## config.mk

```make
export PLATFORM = sky130hd
export DESIGN_NAME = imem_loader_flat
export DESIGN_NICKNAME = d
export VERILOG_FILES = /design/src/rtl/imem_loader_if.sv /design/src/rtl/imem_loader.sv /design/src/flat_wrapper.sv
export SDC_FILE = /design/constraint.sdc
export NUM_CORES = 1
export LEC_CHECK = 0
export BUFFER_PORTS_ARGS = -buffer_cell sky130_fd_sc_hd__buf_2
export CORE_MARGIN = 4
export CORE_UTILIZATION = 55
export CTS_CLUSTER_DIAMETER = 120
export CTS_CLUSTER_SIZE = 30
export DETAILED_ROUTE_END_ITERATION = 10
export PLACE_DENSITY = 0.73
export RECOVER_POWER = 25
export SYNTH_ARGS = -nofsm -noshare
export SYNTH_HDL_FRONTEND = slang
export SYNTH_SLANG_ARGS = --single-unit
```

## constraint.sdc

```tcl
create_clock -name clk -period 2.8 [get_ports clk]
set_input_delay 0 -clock clk [delete_from_list [all_inputs] [get_ports clk]]
set_output_delay 0 -clock clk [all_outputs]
set_load 0.05 [all_outputs]
```

## src/rtl/imem_loader_if.sv

```systemverilog
// Byte-in / word-out bus of the instruction-memory loader.
// master: the loader (consumes UART bytes, drives the RAM write port).
// slave:  the surroundings (UART receiver + instruction RAM).
interface imem_loader_if #(
  parameter int ADDR_WIDTH = 10
);
  logic [7:0]            rx_data;
  logic                  rx_valid;
  logic                  mem_we;
  logic [ADDR_WIDTH-1:0] mem_addr;
  logic [31:0]           mem_wdata;

  modport master (
    input  rx_data, rx_valid,
    output mem_we, mem_addr, mem_wdata
  );

  modport slave (
    output rx_data, rx_valid,
    input  mem_we, mem_addr, mem_wdata
  );
endinterface

```

## src/rtl/imem_loader.sv

```systemverilog
// Boot loader: receives a framed program image byte by byte, assembles
// little-endian 32-bit words, writes them into instruction RAM and keeps
// the core in reset until the frame checksum has been verified.
// Frame: HEADER, LEN_LO, LEN_HI, 4*LEN data bytes, CSUM (sum of all but HEADER).
module imem_loader #(
  parameter int          ADDR_WIDTH     = 10,
  parameter logic [7:0]  HEADER         = 8'hA5,
  parameter int unsigned TIMEOUT_CYCLES = 1_000_000
) (
  input  logic                  clk,
  input  logic                  reset_n,
  imem_loader_if.master         bus,
  output logic                  cpu_hold,
  output logic                  load_done,
  output logic                  load_error,
  output logic [ADDR_WIDTH:0]   words_loaded
);

  localparam int unsigned MAX_WORDS = 2 ** ADDR_WIDTH;
  localparam int unsigned TW        = $clog2(TIMEOUT_CYCLES + 1);

  typedef enum logic [2:0] {
    IDLE, LEN_LO, LEN_HI, DATA, CSUM, DONE, ERROR
  } state_t;

  state_t         state_q, state_d;
  logic [7:0]     len_lo_q;
  logic [15:0]    len_q;
  logic [7:0]     acc_q;
  logic [1:0]     lane_q;
  logic [23:0]    word_buf_q;
  logic [TW-1:0]  tcnt_q;

  logic           in_frame;
  logic           timeout;
  logic [15:0]    frame_len;
  logic           last_word;
  logic           hdr_hit, len_bad, word_done, csum_ok, csum_bad;

  assign in_frame  = (state_q == LEN_LO) || (state_q == LEN_HI) ||
                     (state_q == DATA)   || (state_q == CSUM);
  assign timeout   = in_frame && !bus.rx_valid && (tcnt_q == TW'(TIMEOUT_CYCLES - 1));
  assign frame_len = {bus.rx_data, len_lo_q};
  assign last_word = (32'(words_loaded) + 32'd1) == 32'(len_q);

  // State register
  always_ff @(posedge clk or negedge reset_n) begin
    if (!reset_n) state_q <= IDLE;
    else          state_q <= state_d;
  end

  // Next-state decode and single-cycle event strobes for the datapath
  always_comb begin
    state_d   = state_q;
    hdr_hit   = 1'b0;
    len_bad   = 1'b0;
    word_done = 1'b0;
    csum_ok   = 1'b0;
    csum_bad  = 1'b0;
    unique case (state_q)
      IDLE, DONE, ERROR: begin
        if (bus.rx_valid && bus.rx_data == HEADER) begin
          hdr_hit = 1'b1;
          state_d = LEN_LO;
        end
      end
      LEN_LO: if (bus.rx_valid) state_d = LEN_HI;
      LEN_HI: begin
        if (bus.rx_valid) begin
          if (frame_len == '0) begin
            state_d = CSUM;
          end else if (32'(frame_len) > MAX_WORDS) begin
            len_bad = 1'b1;
            state_d = ERROR;
          end else begin
            state_d = DATA;
          end
        end
      end
      DATA: begin
        if (bus.rx_valid && lane_q == 2'd3) begin
          word_done = 1'b1;
          if (last_word) state_d = CSUM;
        end
      end
      CSUM: begin
        if (bus.rx_valid) begin
          if (bus.rx_data == acc_q) begin
            csum_ok = 1'b1;
            state_d = DONE;
          end else begin
            csum_bad = 1'b1;
            state_d  = ERROR;
          end
        end
      end
      default: state_d = IDLE;
    endcase
    if (timeout) state_d = ERROR;
  end

  // Frame datapath: length capture, checksum, word assembly, RAM write, status
  always_ff @(posedge clk or negedge reset_n) begin
    if (!reset_n) begin
      bus.mem_we    <= 1'b0;
      bus.mem_addr  <= '0;
      bus.mem_wdata <= '0;
      cpu_hold      <= 1'b1;
      load_done     <= 1'b0;
      load_error    <= 1'b0;
      words_loaded  <= '0;
      len_lo_q      <= '0;
      len_q         <= '0;
      acc_q         <= '0;
      lane_q        <= '0;
      word_buf_q    <= '0;
      tcnt_q        <= '0;
    end else begin
      bus.mem_we <= 1'b0;

      if (in_frame) begin
        if (bus.rx_valid) tcnt_q <= '0;
        else              tcnt_q <= tcnt_q + TW'(1);
      end

      if (hdr_hit) begin
        cpu_hold     <= 1'b1;
        load_done    <= 1'b0;
        load_error   <= 1'b0;
        words_loaded <= '0;
        acc_q        <= '0;
        lane_q       <= '0;
        tcnt_q       <= '0;
      end

      if (bus.rx_valid) begin
        unique case (state_q)
          LEN_LO: begin
            len_lo_q <= bus.rx_data;
            acc_q    <= acc_q + bus.rx_data;
          end
          LEN_HI: begin
            len_q <= frame_len;
            acc_q <= acc_q + bus.rx_data;
          end
          DATA: begin
            acc_q  <= acc_q + bus.rx_data;
            lane_q <= lane_q + 2'd1;
            case (lane_q)
              2'd0:    word_buf_q[7:0]   <= bus.rx_data;
              2'd1:    word_buf_q[15:8]  <= bus.rx_data;
              2'd2:    word_buf_q[23:16] <= bus.rx_data;
              default: ;
            endcase
          end
          default: ;
        endcase
      end

      // Word address is the count of words already written in this frame
      if (word_done) begin
        bus.mem_we    <= 1'b1;
        bus.mem_addr  <= words_loaded[ADDR_WIDTH-1:0];
        bus.mem_wdata <= {bus.rx_data, word_buf_q};
        words_loaded  <= words_loaded + (ADDR_WIDTH + 1)'(1);
      end

      if (csum_ok) begin
        load_done <= 1'b1;
        cpu_hold  <= 1'b0;
      end

      if (csum_bad || len_bad || timeout) load_error <= 1'b1;
    end
  end

endmodule

```

## src/flat_wrapper.sv

```systemverilog
// flat-port wrapper written by rule: the top's interface ports become plain ports
module imem_loader_flat 
#(
  parameter int          ADDR_WIDTH     = 10,
  parameter logic [7:0]  HEADER         = 8'hA5,
  parameter int unsigned TIMEOUT_CYCLES = 1_000_000
)
  (clk, reset_n, cpu_hold, load_done, load_error, words_loaded, bus_rx_data, bus_rx_valid, bus_mem_we, bus_mem_addr, bus_mem_wdata);
  imem_loader_if #(.ADDR_WIDTH(ADDR_WIDTH)) bus_i ();
  input  logic clk;
  input  logic reset_n;
  output logic cpu_hold;
  output logic load_done;
  output logic load_error;
  output logic [ADDR_WIDTH:0] words_loaded;
  input wire logic [$bits(bus_i.rx_data)-1:0] bus_rx_data;
  input wire logic [$bits(bus_i.rx_valid)-1:0] bus_rx_valid;
  output wire logic [$bits(bus_i.mem_we)-1:0] bus_mem_we;
  output wire logic [$bits(bus_i.mem_addr)-1:0] bus_mem_addr;
  output wire logic [$bits(bus_i.mem_wdata)-1:0] bus_mem_wdata;
  assign bus_i.rx_data = bus_rx_data;
  assign bus_i.rx_valid = bus_rx_valid;
  assign bus_mem_we = bus_i.mem_we;
  assign bus_mem_addr = bus_i.mem_addr;
  assign bus_mem_wdata = bus_i.mem_wdata;
  imem_loader #(.ADDR_WIDTH(ADDR_WIDTH), .HEADER(HEADER), .TIMEOUT_CYCLES(TIMEOUT_CYCLES)) u_core (.clk(clk), .reset_n(reset_n), .bus(bus_i), .cpu_hold(cpu_hold), .load_done(load_done), .load_error(load_error), .words_loaded(words_loaded));
endmodule
```

======== After elaboration in Yosys (flattened, before gate mapping) ========
Index checks and enable logic that the tools add are counted.
word-level totals
  output and inout port bits .............. 57
  logic and storage cells ................. 108
  register bits after elaboration ......... 138
cells by class
  mux-type cells .......................... 42
  equality and inequality tests ........... 19
  add/subtract/negate cells ............... 5
  reduce and logical (&&, ||, !) cells .... 25
  $lt $le $gt $ge ......................... 1
operators by type and width
  kind                   number
  $mux 20                3
  $eq 32x16->1           1
  $mux 3                 9
  $mux 8                 3
  $mux 11                2
  $add 20x1->20 const B  1
  $eq 20x20->1 const B   1
  $mux 1                 20
  $gt 16x11->1 const B   1
  $logic_not 16->1       1
  $pmux 3 s5             1
  $add 11x1->12 const B  1
  $ne 3x2->1 const B     4
  $add 11x1->11 const B  1
  $eq 3x3->1 const B     3
  $reduce_and 3->1       3
  $add 8x8->8            1
  $eq 8x8->1             1
  $eq 8x8->1 const B     1
  $mux 2                 4
  $reduce_bool 2->1      4
  $eq 3x2->1 const B     2
  $ne 3x1->1 const B     2
  $reduce_and 6->1       1
  other kinds (11)       21

======== Depth between registers and ports, before layout ========
Gate-level depths: netlist of the first run.
  depth after elaboration ................. 8
  depth in mapped cells ................... 9
  depth with buffers taken out ............ 9

======== Worst setup path after synthesis of the first run ========
OpenSTA, ideal clock, no wires.
  path kind ............................... flip-flop to flip-flop
  start point ............................. register u_core.words_loaded[0]
  end point ............................... register u_core.state_q[0]
  cell stages (with the launch flop) ...... 7
  path buffers ............................ 0
  period minus slack after synthesis ...... 2.460 ns
  arrival time ............................ 2.336 ns
  data required time ...................... 2.676 ns
  slack ................................... 0.340 ns
  library setup time ...................... 0.124 ns
  cells stage by stage .................... dfrtp_1 > ha_1 > xor2_1 > or4_4 > nor4b_2 > nand4_1 > a211o_1
between the ends
  longest elaborated chain between the ends .. 4
ends and longest elaborated chain
  item                        line                source
  start: declaration          imem_loader.sv:16   output logic [ADDR_WIDTH:0] words_loaded
  start signal: assignment    imem_loader.sv:165  words_loaded <= words_loaded + (ADDR_WIDTH + 1)'(1);
  $add 11x1->12               imem_loader.sv:44   assign last_word = (32'(words_loaded) + 32'd1) == 32'(len_q);
  $eq 32x16->1                imem_loader.sv:44
  $ne 3x1->1 (no line)        n/a
  $reduce_and 6->1 (no line)  n/a
  end signal: assignment      imem_loader.sv:49   else state_q <= state_d;
  end: declaration            imem_loader.sv:26   state_t state_q, state_d;
No other way between the ends.
A chain may end at the register's enable or synchronous reset.

======== Final worst setup path of the first run ========
Same ends and word-level chain as after synthesis.

==> results.py, run 1 <==
metrics = {
    "outcome": {
        "status": "finished with violations",
        "failed_checks": "max-capacitance violations, max-slew violations",
    },
    "timing": {
        "rsz0062_at_grt": "false",
        "max_slew_margin": -0.283,
        "fin_crit_ps": 2360,
        "setup_violations": 0,
        "setup_tns_ps": 0,
        "hold_violations": 0,
        "worst_pin_slew_ps": 1930,
        "clock.fmax_mhz": 424,
        "period_share": 0.842,
        "skew_ps": 9.60,
        "worst_slack_ps": 443,
        "drv_slew": 79,
    },
    "setup_path": {
        "crit_fanout": 8,
        "start_kind": "register",
        "end_kind": "register",
        "worstSetupPathType": "register to register",
        "cp.required_ps": 3100,
        "r2r-start": "u_core.words_loaded[0]",
        "timing.critical_path.from": "u_core.words_loaded[0]",
        "worstPathArrival_ps": 2660,
    },
    "clocking": {
        "cts_sinks": 138,
        "tritoncts": "done",
        "clock-root-buffer": "clkbuf_16",
        "cts_buffer_depth": 2,
        "numCtsBuffers": 17,
        "htree_levels": 4,
        "clock_latency_ps": 420,
        "clk_pin_slew_ps": 60,
        "ctsResizeCount": 0,
    },
    "power_and_ir_drop": {
        "switching_power_mw": 3.15,
        "vdd_drop_max_v": 0.000767,
        "intPower_mw": 5.11,
        "combinationalPowerShare": 0.361,
        "p_leak_nw": 3.63,
        "p_clk_frac": 0.258,
        "p_seq_frac": 0.381,
        "power_density_nw_per_um2": 1080,
        "p_sw_frac": 0.381,
    },
    "yosys": {
        "synth.avg_cell_area_um2": 10.5,
        "ys_async_sr_fraction": 1.00,
        "syn_inst": 622,
        "synthXorXnorAreaFrac": 0.0374,
        "yosysWarnings": 0,
        "synthFlopType": "dfrtp_1",
        "synth-edff-count": 0,
        "ys_seq_elements": 138,
        "synth-compound-area-share": 0.0925,
        "synth.distinct_cells": 58,
        "synthAdderAreaFrac": 0.0279,
        "synthSimpleGateAreaFrac": 0.170,
        "synth_top_family_by_area": "simple AND/OR/NAND/NOR gates",
        "netlist_area_um2": 6550,
        "synthMuxAreaShare": 0.118,
        "seq_area_frac_synth": 0.528,
        "synthesis.nets": 647,
    },
    "route": {
        "drt_iter0_markers": 480,
        "drcViolationCount": 0,
        "vias": 4979,
        "vias_per_cell": 5.87,
        "drtPass1Iterations": 5,
        "drtAntennaViolNets": 0,
        "wirelength_um": 13800,
        "wire_per_inst_um": 16.2,
    },
    "global_routing": {
        "gr-usage-met2": 0.345,
        "grt_pass1_vias": 4830,
        "grt_busiest_layer": "met2",
        "grt_max_degree": 80,
        "grt_first_pass_wirelength_um": 23400,
        "use_met3": 0.0530,
        "grt_use_met1": 0.298,
        "antenna_found_initial": 0,
        "overflow": 0,
        "grt_usage": 0.218,
    },
    "die": {
        "fp.dieW_um": 117,
        "dieArea_um2": 13700,
        "coreArea_um2": 11500,
        "pin_count": 68,
        "initial_core_util": 0.569,
        "fp-row-count": 39,
        "chipHeight_um": 117,
    },
    "cells_and_area": {
        "drive_above_1_share": 0.250,
        "finalNetCount": 718,
        "antenna_cells": 0,
        "final_area_um2": 7630,
        "area_growth_pct": 16.5,
    },
    "placed_design": {
        "portBuffers": 67,
        "postPlaceCellArea_um2": 7040,
        "pre_cts_slack_ps": 468,
        "hpwl_um": 9330,
        "gp_congestion": 0.867,
    },
    "min_path": {
        "hp-class": "input port to register",
        "min_from": "bus_rx_data[4]",
    },
    "flow_run": {
        "maxCapViolCount": 1,
    },
}
worst paths after layout:
path | to | cells past startpoint | slack (ps)
max in group asynchronous | u_core.words_loaded[3] | 2 | 1000
min in group asynchronous | u_core.bus.mem_wdata[17] | 2 | 640
hold reg to reg | u_core.bus.mem_wdata[3] | 2 | 460
setup reg to reg | u_core.state_q[0] | 6 | 440
setup / recovery | u_core.state_q[0] | 6 | 440
hold / removal | u_core.word_buf_q[12] | 2 | 20
repair_timing:
action / 4_1_cts / 5_1_grt
hold buffers: 3 / 0
setup buffers: 0 / 0
endpoints found under the hold margin: 87 / 0
Yosys cell counts, drive strengths merged, types with 3 or more instances:
master | n | area share
clkbuf | 17 | 0.0097
ha | 13 | 0.025
or4 | 4 | 0.0052
o22ai | 5 | 0.0048
or3 | 6 | 0.0059
o21ai | 36 | 0.028
a31oi | 4 | 0.0038
nor3 | 14 | 0.012
xor2 | 7 | 0.0094
nand2 | 116 | 0.066
o31ai | 9 | 0.010
and2 | 3 | 0.0029
mux2i | 4 | 0.0061
o21a | 5 | 0.0057
nor2 | 31 | 0.018
inv | 15 | 0.0086
and3 | 14 | 0.013
xnor2 | 21 | 0.028
dfrtp | 137 | 0.52
buf | 11 | 0.0086
mux2 | 65 | 0.11
nand4 | 10 | 0.0096
nor2b | 3 | 0.0029
a21oi | 13 | 0.0099
nand3 | 16 | 0.012
nor4 | 12 | 0.011
state kept, by name, indices dropped and copies added, names as in the netlist:
signal                flops
u_core.bus.mem_wdata     32
u_core.word_buf_q        24
u_core.tcnt_q            20
u_core.len_q             16
u_core.words_loaded      11
u_core.bus.mem_addr      10
u_core.acc_q              8
u_core.len_lo_q           8
u_core.state_q            3
u_core.lane_q             2
u_core.bus.mem_we         1
u_core.cpu_hold           1
u_core.load_done          1
u_core.load_error         1
layer usage:
| metal | wire, um | up-vias | part of all wire |
|---|---|---|---|
| met5 | 0 | - | 0 |
| met4 | 138 | 0 | 0.010 |
| met3 | 638 | 15 | 0.046 |
| met2 | 6730 | 128 | 0.49 |
| met1 | 6260 | 2484 | 0.45 |
| li1 | - | 2352 | - |
cell families after synthesis:
group                    count (synthesis)
XOR/XNOR                                28
adder cells (fa/ha/maj)                 14
AO/OA/AOI/OAI                           94
buffers and inverters                   43
flip-flops                             138
multiplexers                            69
AND/OR/NAND/NOR                        236
area by class of cell:
type	instances	area, um2
Fill cell	916	3890
Multi-Input combinational cell	441	2920
Inverter	15	56.3
Timing Repair Buffer	80	447
Clock buffer	22	484
Tap cell	143	179
Clock inverter	9	88.8
Sequential cell	138	3450
cells in the final DEF, fill, tap and decap left out, types with 6 or more instances in the layout:
master and instances:
nand2_1 115, nor4_1 12, nor2_1 31, dfrtp_1 137
o21ai_0 35, a21oi_1 13, nand3_1 16, ha_1 13
buf_2 61, clkbuf_1 6, nor3_1 12, o31ai_1 9
inv_1 15, mux2_2 64, and3_1 14, xor2_1 7
buf_4 9, nand4_1 10, clkbuf_16 17, xnor2_1 21
critical path, cell delays in order, from the launching register on:
cell and delay, ps:
dfrtp_1 470, ha_1 380, xor2_1 180, or4_4 500, nor4b_2 280, nand4_1 160
a211o_1 280
power groups by stage:
stage / clock [mW] / combinational, mW / sequential [mW]
after floorplan: 0 / 1.65 / 3.76
after global placement: 0 / 2.90 / 3.12
after detailed placement: 0 / 2.98 / 3.17
after CTS: 2.17 / 3.01 / 3.14
after global routing: 2.27 / 3.26 / 3.23
final: 2.14 / 2.98 / 3.14
stage by stage:
stage | hold WS (ps) | utilization | std cells | total power [mW]
finish | 18.4 | 0.663 | 848 | 8.26
detailed placement | 85.4 | 0.611 | 814 | 6.14
CTS | 5.20 | 0.664 | 848 | 8.32
global placement | 75.7 | 0.611 | 814 | 6.02
global route | 19.7 | 0.663 | 848 | 8.76
floorplan | -296 | - | 622 | 5.42
Note: power is estimated with default switching activity, not from simulation.
==> run 2: changes to the inputs <==
--- a/config.mk
+++ b/config.mk
@@ -7,11 +7,11 @@
 export LEC_CHECK = 0
 export BUFFER_PORTS_ARGS = -buffer_cell sky130_fd_sc_hd__buf_2
 export CORE_MARGIN = 4
-export CORE_UTILIZATION = 55
+export CORE_UTILIZATION = 53
 export CTS_CLUSTER_DIAMETER = 120
 export CTS_CLUSTER_SIZE = 30
 export DETAILED_ROUTE_END_ITERATION = 10
-export PLACE_DENSITY = 0.73
+export PLACE_DENSITY = 0.74
 export RECOVER_POWER = 25
 export SYNTH_ARGS = -nofsm -noshare
 export SYNTH_HDL_FRONTEND = slang
==> constraint.sdc (replaced) <==
create_clock -name clk -period 2.1 [get_ports clk]
set_input_delay 0 -clock clk [delete_from_list [all_inputs] [get_ports clk]]
set_output_delay 0 -clock clk [all_outputs]
set_load 0.05 [all_outputs]
==> run 2 against run 1 <==
The run ends with negative setup slack left. Sequential power is 34% higher. Sequential cell count stayed put. Routed wire length rose by 6.6%. Worst setup slack worse by 530 ps. Register-to-register slack lost 530 ps. Critical path type unchanged. Largest power group is now combinational cells. Highest routed layer unchanged.
==> results.py, run 2 (synthesis gave the netlist of run 1 again) <==
metrics = {
    "die": {
        "pin_count": 68,
        "fp.dieW_um": 119,
        "initial_core_util": 0.543,
        "dieArea_um2": 14200,
        "chipHeight_um": 119,
        "coreArea_um2": 12100,
        "fp-row-count": 40,
    },
    "clocking": {
        "cts_sinks": 138,
        "clock_latency_ps": 420,
        "htree_levels": 4,
        "numCtsBuffers": 17,
        "tritoncts": "done",
        "cts_setup_buffers": 0,
        "clock-root-buffer": "clkbuf_16",
        "cts_buffer_depth": 2,
        "clk_pin_slew_ps": 60,
    },
    "setup_path": {
        "worstPathArrival_ps": 2500,
        "crit_fanout": 2,
        "worst_r2r_path_depth": 5,
        "cp.required_ps": 2410,
        "r2r_end": "u_core.state_q[0]",
        "start_kind": "register",
        "end_kind": "register",
        "timing.critical_path.from": "u_core.len_q[13]",
        "r2r-start": "u_core.len_q[13]",
        "r2r_setup_slack_ps": -90,
        "worstSetupPathType": "register to register",
    },
    "cells_and_area": {
        "layout_common_cells": "dfrtp_1 (128), nand2_1 (115), buf_2 (66)",
        "final_common_cell": "dfrtp_1",
        "antenna_cells": 0,
        "drive_above_1_share": 0.308,
        "area_growth_pct": 22.0,
        "largestRegisters": "u_core.bus.mem_wdata: 32 flops, u_core.word_buf_q: 24 flops, u_core.tcnt_q: 20 flops",
        "fillers": 942,
        "finalNetCount": 749,
        "largest_reg_flops": 32,
        "regMostFlops": "u_core.bus.mem_wdata",
    },
    "placed_design": {
        "hpwl_um": 10100,
        "gp_congestion": 0.891,
        "portBuffers": 67,
    },
    "global_routing": {
        "grt_pass1_vias": 5002,
        "grt_usage": 0.223,
        "grt_max_degree": 64,
        "overflow": 0,
        "grt_first_pass_wirelength_um": 25300,
        "antenna_found_initial": 0,
    },
    "route": {
        "drtAntennaViolNets": 0,
        "vias": 5052,
        "drcViolationCount": 0,
        "drt_iter0_markers": 279,
        "wire_per_inst_um": 16.2,
        "wirelength_um": 14700,
        "drtPass1Iterations": 4,
        "vias_per_cell": 5.58,
    },
    "power_and_ir_drop": {
        "power_density_nw_per_um2": 1430,
        "switching_power_mw": 4.39,
        "p_sw_frac": 0.385,
        "p_seq_frac": 0.368,
        "totalPowerFinal_mw": 11.4,
        "intPower_mw": 7.02,
        "combinationalPowerShare": 0.378,
        "p_leak_nw": 3.80,
        "p_clk_frac": 0.254,
        "vdd_drop_max_v": 0.000604,
    },
    "timing": {
        "worst_pin_slew_ps": 1490,
        "rsz0062_at_grt": "true",
        "max_slew_margin": 0.00884,
        "period_share": 1.04,
        "hold_violations": 0,
        "worst_slack_ps": -90.4,
        "fin_crit_ps": 2190,
        "skew_ps": 5.59,
        "setup_violations": 3,
        "drv_slew": 0,
        "setup_tns_ps": -178,
        "clock.fmax_mhz": 457,
    },
    "outcome": {
        "status": "finished with violations",
        "failed_checks": "negative setup slack",
    },
    "flow_run": {
        "maxCapViolCount": 0,
    },
    "min_path": {
        "holdPathStages": 3,
        "min_from": "bus_rx_data[1]",
        "hp-class": "input port to register",
        "worstHoldEndpoint": "u_core.len_q[9]",
    },
}
[run 2: changes by cell type in the layout (fill, tap and decap cells not counted), sizes merged]
cell         previous run  this run
clkinvlp                3         4
buf                    71       106
clkinv                  4         5
inv                    16        17
bufinv                  1         2
clkbuf                 28        20
dlygate4sd3             3         4
[run 2: per-stage QoR]
| step | util | instance area (um2) | hold slack, ps | std cells | worst slack, ps |
|---|---|---|---|---|---|
| global route | 0.662 | 7990 | 37.4 | 905 | -172 |
| CTS | 0.660 | 7960 | 34.1 | 905 | -68.8 |
| detailed placement | 0.609 | 7350 | 14.4 | 869 | -69.2 |
| finish | 0.662 | 7990 | 56.3 | 905 | -90.4 |
| floorplan | - | 6600 | -296 | 622 | -68.3 |
| global placement | 0.609 | 7350 | 7.51 | 869 | -44.3 |
[run 2: power groups by stage]
stage                     Combinational [mW]  Sequential, mW  Clock [mW]
after floorplan                         2.22            5.05           0
after CTS                               4.27            4.19        2.95
final                                   4.31            4.20        2.90
after detailed placement                4.21            4.22           0
after global routing                    4.70            4.32        3.09
after global placement                  4.10            4.17           0
[run 2: layout make-up]
cell class                      instances  area [um2]  area share
Timing Repair Buffer                  111         688      0.0862
Inverter                               15        56.3     0.00705
Clock inverter                         13         144      0.0180
Sequential cell                       138        3470       0.434
Multi-Input combinational cell        441        2990       0.374
Clock buffer                           19         433      0.0542
Tap cell                              168         210      0.0263
[run 2: repair_timing]
action | CTS | global route
endpoints found under the hold margin | 85 | 0
hold buffers | 4 | 0
setup endpoints to repair | 2 | 33
resized for setup | 0 | 10
pin swaps | 0 | 2
[run 2: worst max-delay path by stage]
stage	to	slack, ps	depth (start not counted)
2_1_floorplan	u_core.state_q[0]	-70	6
3_3_place_gp	u_core.state_q[0]	-40	5
3_5_place_dp	u_core.state_q[0]	-70	5
4_1_cts	u_core.state_q[0]	-70	5
5_1_grt	u_core.state_q[0]	-170	5
6_report	u_core.state_q[0]	-90	5
[run 2: worst max-delay path, stage by stage, from the launching register on]
cell,delay [ps]
dfrtp_1,380
or4_1,510
or4_4,550
nor4b_4,210
nand4_1,140
a211o_1,280
[run 2: routing by layer]
metal / track usage / up-vias / part of all wire
li1: - / 2407 / -
met1: 0.296 / 2513 / 0.45
met2: 0.361 / 109 / 0.49
met3: 0.0589 / 23 / 0.037
met4: 0.0681 / 0 / 0.017
met5: 0 / - / 0
